### src/rtl/pearson_hash_engine.sv
// rtl/pearson_hash_engine.sv - streaming multi-lane Pearson hash over a byte-serial message
//
// Purpose: hashes a byte stream into LANES independent 8-bit Pearson lanes
// (lane i seeded with i[7:0]) and reports the saturating message byte count.
// Parameters: LANES (1..32 hash lanes), LEN_W (byte-count width, saturating).
// Optional feature macro: PEARSON_TBL_WR_EN (writable permutation table).
// Ports:
//   clk, rst_n                 clock, synchronous active-low reset
//   in_valid/in_ready          input byte handshake
//   in_data, in_last           message byte, final-byte marker
//   out_valid/out_ready        result handshake
//   out_hash                   lane i at [8i+7:8i], registered
//   out_len                    message byte count, registered, saturating
//   tbl_wr_en/addr/data        table write port (PEARSON_TBL_WR_EN only)

module pearson_hash_engine #(
  parameter int LANES = 1,
  parameter int LEN_W = 16
) (
  input  logic               clk,
  input  logic               rst_n,
  input  logic               in_valid,
  output logic               in_ready,
  input  logic [7:0]         in_data,
  input  logic               in_last,
  output logic               out_valid,
  input  logic               out_ready,
  output logic [8*LANES-1:0] out_hash,
  output logic [LEN_W-1:0]   out_len
`ifdef PEARSON_TBL_WR_EN
  ,
  input  logic               tbl_wr_en,
  input  logic [7:0]         tbl_wr_addr,
  input  logic [7:0]         tbl_wr_data
`endif
);

  localparam logic [7:0] PEARSON_T [256] = '{
    8'd251, 8'd175, 8'd119, 8'd215, 8'd81,  8'd14,  8'd79,  8'd191, 8'd103, 8'd49,  8'd181, 8'd143, 8'd186, 8'd157, 8'd0,   8'd232,
    8'd31,  8'd32,  8'd55,  8'd60,  8'd152, 8'd58,  8'd17,  8'd237, 8'd174, 8'd70,  8'd160, 8'd144, 8'd220, 8'd90,  8'd57,  8'd223,
    8'd59,  8'd3,   8'd18,  8'd140, 8'd111, 8'd166, 8'd203, 8'd196, 8'd134, 8'd243, 8'd124, 8'd95,  8'd222, 8'd179, 8'd197, 8'd65,
    8'd180, 8'd48,  8'd36,  8'd15,  8'd107, 8'd46,  8'd233, 8'd130, 8'd165, 8'd30,  8'd123, 8'd161, 8'd209, 8'd23,  8'd97,  8'd16,
    8'd40,  8'd91,  8'd219, 8'd61,  8'd100, 8'd10,  8'd210, 8'd109, 8'd250, 8'd127, 8'd22,  8'd138, 8'd29,  8'd108, 8'd244, 8'd67,
    8'd207, 8'd9,   8'd178, 8'd204, 8'd74,  8'd98,  8'd126, 8'd249, 8'd167, 8'd116, 8'd34,  8'd77,  8'd193, 8'd200, 8'd121, 8'd5,
    8'd20,  8'd113, 8'd71,  8'd35,  8'd128, 8'd13,  8'd182, 8'd94,  8'd25,  8'd226, 8'd227, 8'd199, 8'd75,  8'd27,  8'd41,  8'd245,
    8'd230, 8'd224, 8'd43,  8'd225, 8'd177, 8'd26,  8'd155, 8'd150, 8'd212, 8'd142, 8'd218, 8'd115, 8'd241, 8'd73,  8'd88,  8'd105,
    8'd39,  8'd114, 8'd62,  8'd255, 8'd192, 8'd201, 8'd145, 8'd214, 8'd168, 8'd158, 8'd221, 8'd148, 8'd154, 8'd122, 8'd12,  8'd84,
    8'd82,  8'd163, 8'd44,  8'd139, 8'd228, 8'd236, 8'd205, 8'd242, 8'd217, 8'd11,  8'd187, 8'd146, 8'd159, 8'd64,  8'd86,  8'd239,
    8'd195, 8'd42,  8'd106, 8'd198, 8'd118, 8'd112, 8'd184, 8'd172, 8'd87,  8'd2,   8'd173, 8'd117, 8'd176, 8'd229, 8'd247, 8'd253,
    8'd137, 8'd185, 8'd99,  8'd164, 8'd102, 8'd147, 8'd45,  8'd66,  8'd231, 8'd52,  8'd141, 8'd211, 8'd194, 8'd206, 8'd246, 8'd238,
    8'd56,  8'd110, 8'd78,  8'd248, 8'd63,  8'd240, 8'd189, 8'd93,  8'd92,  8'd51,  8'd53,  8'd183, 8'd19,  8'd171, 8'd72,  8'd50,
    8'd33,  8'd104, 8'd101, 8'd69,  8'd8,   8'd252, 8'd83,  8'd120, 8'd76,  8'd135, 8'd85,  8'd54,  8'd202, 8'd125, 8'd188, 8'd213,
    8'd96,  8'd235, 8'd136, 8'd208, 8'd162, 8'd129, 8'd190, 8'd132, 8'd156, 8'd38,  8'd47,  8'd1,   8'd7,   8'd254, 8'd24,  8'd4,
    8'd216, 8'd131, 8'd89,  8'd21,  8'd28,  8'd133, 8'd37,  8'd153, 8'd149, 8'd80,  8'd170, 8'd68,  8'd6,   8'd169, 8'd234, 8'd151
  };

  typedef enum logic [1:0] {
    IDLE = 2'd0,
    HASH = 2'd1,
    DONE = 2'd2
  } state_t;

  state_t             state;
  logic [8*LANES-1:0] h;
  logic [8*LANES-1:0] h_next;
  logic [LEN_W-1:0]   len;
  logic [LEN_W-1:0]   len_next;
  logic               accept;

  // Gated by rst_n so the engine refuses bytes during the reset cycle itself.
  assign in_ready = rst_n & (state != DONE);
  assign accept   = in_valid & in_ready;

  // First byte of a message restarts the count; afterwards it sticks at all-ones.
  assign len_next = (state == IDLE) ? LEN_W'(1)
                  : ((&len) ? len : len + LEN_W'(1));

`ifdef PEARSON_TBL_WR_EN
  logic [7:0] tbl [256];

  // Writes are only safe while no message is in flight and nothing is
  // being accepted, so a message is always hashed with a single table.
  always_ff @(posedge clk) begin
    if (!rst_n) begin
      for (int k = 0; k < 256; k++) tbl[k] <= PEARSON_T[k];
    end else if (tbl_wr_en && (state == IDLE) && !accept) begin
      tbl[tbl_wr_addr] <= tbl_wr_data;
    end
  end
`endif

  for (genvar i = 0; i < LANES; i++) begin : g_lane
    localparam logic [7:0] SEED = 8'(i);
    logic [7:0] idx;

    // In IDLE the lane register is stale, so the seed stands in for it.
    assign idx = ((state == IDLE) ? SEED : h[8*i +: 8]) ^ in_data;
`ifdef PEARSON_TBL_WR_EN
    assign h_next[8*i +: 8] = tbl[idx];
`else
    assign h_next[8*i +: 8] = PEARSON_T[idx];
`endif
  end

  always_ff @(posedge clk) begin
    if (!rst_n) begin
      state     <= IDLE;
      h         <= '0;
      len       <= '0;
      out_valid <= 1'b0;
      out_hash  <= '0;
      out_len   <= '0;
    end else begin
      case (state)
        IDLE, HASH: begin
          if (accept) begin
            h   <= h_next;
            len <= len_next;
            if (in_last) begin
              state     <= DONE;
              out_valid <= 1'b1;
              out_hash  <= h_next;
              out_len   <= len_next;
            end else begin
              state <= HASH;
            end
          end
        end
        DONE: begin
          if (out_ready) begin
            state     <= IDLE;
            out_valid <= 1'b0;
            len       <= '0;
          end
        end
        default: state <= IDLE;
      endcase
    end
  end

endmodule
### config.mk
export PLATFORM = sky130hd
export DESIGN_NAME = pearson_hash_engine
export DESIGN_NICKNAME = d
export VERILOG_FILES = /design/src/rtl/pearson_hash_engine.sv
export SDC_FILE = /design/constraint.sdc
export NUM_CORES = 1
export LEC_CHECK = 0
export ABC_AREA = 1
export CORE_AREA = 3 3 111 156
export DETAILED_ROUTE_END_ITERATION = 7
export DIE_AREA = 0 0 114 159
export GPL_TIMING_DRIVEN = 1
export PLACE_DENSITY = 0.63
export SLEW_MARGIN = 20
export SYNTH_ARGS = -nofsm -noshare
export SYNTH_HDL_FRONTEND = slang
export SYNTH_SLANG_ARGS = --single-unit
export TNS_END_PERCENT = 20
### constraint.sdc
create_clock -name clk -period 7.4 [get_ports clk]
set_input_delay 1.48 -clock clk [delete_from_list [all_inputs] [get_ports clk]]
set_output_delay 1.48 -clock clk [all_outputs]
set_load 0.02 [all_outputs]
==> results.md <==
* Chip height at around 160 um
* Slew of the pin with the lowest slew margin at ~1.1 ns
* Switch Pwr at about 0.39 mW
* Tot GR Track Use at about a quarter
* Number of H-tree levels at 2
* P&R area growth vs syn at 9.863%
* Post-DP HPWL at around 17000 um
* Final global-route overflow total at 0
* Most instantiated flip-flop cell in the synthesis netlist: sky130_fd_sc_hd__dfxtp_1
* Distinct cell type count after synthesis at 35
* Bufs and invs on worst path at 3
* Core Footprint at 16100 um^2
* Worst voltage drop across the vdd grid at 0.0001705 V
* DRC violation count after routing at 0
* Dominant delay contributor by cell family on the critical path: buffers and inverters
* Timing-limited maximum frequency at approximately 190 MHz
* TritonCTS Buffers at 5
* Syn Std Cell Area at approximately 5600 um^2
* Max-slew violation total from the final report at 0
* Via/cell ratio at about 6
* Placement Cell Area at about 6000 um^2
* Sequential-to-total area share from yosys stat at ~18%
* Worst Clk Skew at ~0.008 ns
* RSZ-0062 raised after global routing: false
* Resized Gates After CTS at 0
* Largest net degree at the start of global routing at 61
* Worst hold-check path type: reg -> reg
* Net count reported at finish at roughly 1000
* Total Wirelength at 24180 um
* Outcome: finished clean
* Starting density of the core at between 30 and 40%
* Number of antenna diodes at 0
* Detailed-router iteration count before antenna repair at 8
* Number of clock sinks at 51
* Final Hold Slack at 0.4645 ns
* Total negative setup slack at 0 ns
* EDFF count, synth at 0
* Crit path largest cell delay at between 1 and 1.5 ns
* TritonCTS clock tree: yes
* Area of all placed cells without fillers at 6132 um^2
* Data required time of the worst path at 5.92 ns
* Remaining antenna violation count at 0
* Ratio of total power to cell area at roughly 160 nW/um^2
* Worst path slowest cell: sky130_fd_sc_hd__clkdlybuf4s50_1
* Synthesized net count at between 1000 and 1500
* Cell taking the most area after synthesis: sky130_fd_sc_hd__nand3_1
* Buffers inserted during post-CTS setup optimization at 0
* Clock Latency Late Sink at 0.30 ns
* Highest net fanout along the worst path at 28
* Buffer levels on the longest clock path at 2
* Cell repeated most along the worst path: sky130_fd_sc_hd__clkdlybuf4s50_1
* Filler Cells Inserted at approximately 1800
* Number of warning messages in the yosys log at 0
* Sw Share at around two fifths
* Clock transition at the registers of the reported paths at around 0.060 ns
* Top post-synthesis cells by area: sky130_fd_sc_hd__nand3_1 (30%), sky130_fd_sc_hd__nand2_1 (19%), sky130_fd_sc_hd__dfxtp_1 (18%)
* Worst Setup Start Kind: input pin
* Overall die width at 114 um
* Number of register bits inferred by synthesis at 51
* Comb pwr share at between 40% and 50%
* Vias in the first global route at between 6000 and 7000
* Iteration-0 DRC count of the detailed router at approximately 830
* Post-synthesis area per instance at about 5.5 um^2
* Internal power at 0.5677 mW
* Leading cell types in the layout, fill and taps excluded: sky130_fd_sc_hd__nand3_1 (337), sky130_fd_sc_hd__nand2_1 (273), sky130_fd_sc_hd__inv_1 (78)
* Slew HR at about a quarter
* Most frequent standard cell in the layout excluding fill and tap cells: sky130_fd_sc_hd__nand3_1
* Worst path arrival time at approximately 3.8 ns
* Die area at between 15000 and 20000 um^2
* Portion of total power attributed to sequential cells at a little under a third
* Count of port buffers added during placement at 38
* Static Leak at 2.822 nW
* Final Wtd Congestion at around 1.1
* Average routed wire per standard cell at between 20 and 25 um
* Synth top area share at a little under a third
* Number of hold-repair buffers added at the cts stage at 0
* Clock share of power at between 20% and 30%
* Minimum clock period at ~5.3 ns
* Total of endpoints with negative setup slack in the final report at 0
* Async set or reset register ratio after synthesis at 0%
* Share of post-route cells with drive strength above 1 at about 4.4%
* Post-synthesis instance total at about 1000
* Cell-by-cell trace of the critical path: clkdlybuf4s50_1 -> inv_2 -> nor2_1 -> clkdlybuf4s50_1
* Kind of critical path: in -> out
* Final period utilization at between 70% and 80%
* Row cnt at 55
* Hold Violations, Final at 0
* Element type at the critical path end: primary output
* Wire length of the first global-routing pass at about 37000 um
* CTS Root Buffer Type: sky130_fd_sc_hd__clkbuf_16
* Number of primary I/O pins at 39
* Max-cap violations at 0
* Antenna violations before repair at 0
* DR vias at a little over 7000
-- power groups by stage --
stage	Sequential, mW	Clock, mW	Combinational (mW)
CTS	0.296	0.276	0.378
global placement	0.302	0	0.377
finish	0.295	0.272	0.393
floorplan	0.307	0	0.256
detailed placement	0.302	0	0.376
global route	0.297	0.286	0.424
-- final cells by class --
type	instances	area [um^2]	area share, %
inverter	84	315.3	5.142
sequential	51	1021	16.65
multi-input combinational	821	3948	64.37
tap	199	249.0	4.060
clock buffer	6	138.9	2.265
clock inverter	2	35.03	0.5713
timing repair buffer	44	425.4	6.937
-- worst register-to-register path, delay by kind of cell (launching register included) --
kind,cells,cell delay (ns)
AND/OR/NAND/NOR,11,3.41
flip-flops,1,0.46
buffers and inverters,2,0.12
-- path summary, 6_finish.rpt --
check / from / to / slack, ns / cells after the start
worst max register to register: state[1] / h[3] / 3.32 / 13
worst max-delay path: rst_n / in_ready / 2.11 / 4
worst min-delay path: out_valid / out_valid / 0.46 / 2
worst min register to register: out_valid / out_valid / 0.46 / 2
-- cell families after synthesis --
family                   Yosys count  share of synthesized area, %
AO/OA/AOI/OAI                     88                         8.541
XOR/XNOR                           6                         1.210
buffers and inverters            146                         11.16
AND/OR/NAND/NOR                  714                         57.88
adder cells (fa/ha/maj)           13                         2.914
flip-flops                        51                         18.29
-- routing by layer --
| layer | wire (um) | part of all wire, % | track usage [%] |
|---|---|---|---|
| met3 | 2103 | 8.7 | 4.335 |
| met5 | 0 | 0 | 0 |
| met4 | 2077 | 8.6 | 17.61 |
| met1 | 8298 | 34 | 28.47 |
| met2 | 11700 | 48 | 44.16 |
-- synthesized netlist by cell type, types with 2 or more instances --
library cell / instances
sky130_fd_sc_hd__nor3_1: 4
sky130_fd_sc_hd__a31oi_1: 2
sky130_fd_sc_hd__o22ai_1: 3
sky130_fd_sc_hd__ha_1: 13
sky130_fd_sc_hd__o21a_1: 8
sky130_fd_sc_hd__inv_2: 6
sky130_fd_sc_hd__nand3_2: 8
sky130_fd_sc_hd__o211ai_1: 2
sky130_fd_sc_hd__nand3_1: 337
sky130_fd_sc_hd__clkbuf_1: 21
sky130_fd_sc_hd__buf_6: 2
sky130_fd_sc_hd__o21ai_0: 27
sky130_fd_sc_hd__xor2_1: 4
sky130_fd_sc_hd__nand4_1: 3
sky130_fd_sc_hd__buf_2: 24
sky130_fd_sc_hd__nand3b_1: 2
sky130_fd_sc_hd__nor2_1: 69
sky130_fd_sc_hd__nor4_1: 2
sky130_fd_sc_hd__a21oi_1: 43
sky130_fd_sc_hd__xor2_2: 2
sky130_fd_sc_hd__o21ai_1: 2
sky130_fd_sc_hd__inv_1: 78
sky130_fd_sc_hd__dfxtp_1: 51
sky130_fd_sc_hd__buf_1: 7
sky130_fd_sc_hd__buf_4: 8
sky130_fd_sc_hd__nand2_2: 6
sky130_fd_sc_hd__nand2_1: 276
-- state kept, by name (all words and copies together), names as in the netlist --
signal,flops
h,8
len,16
out_hash,8
out_len,16
out_valid,1
state,2
-- through the flow --
step                cells  total power, mW  setup WS, ns  utilization [%]
finish               1207           0.9608         2.108            38.08
floorplan            1018           0.5634         3.888                -
global placement     1199           0.6794         2.045            37.00
detailed placement   1199           0.6782         2.071            37.00
CTS                  1207           0.9495         2.053            38.08
global route         1207            1.007         1.841            38.08
No activity file was read; power rests on OpenSTA's default activity.
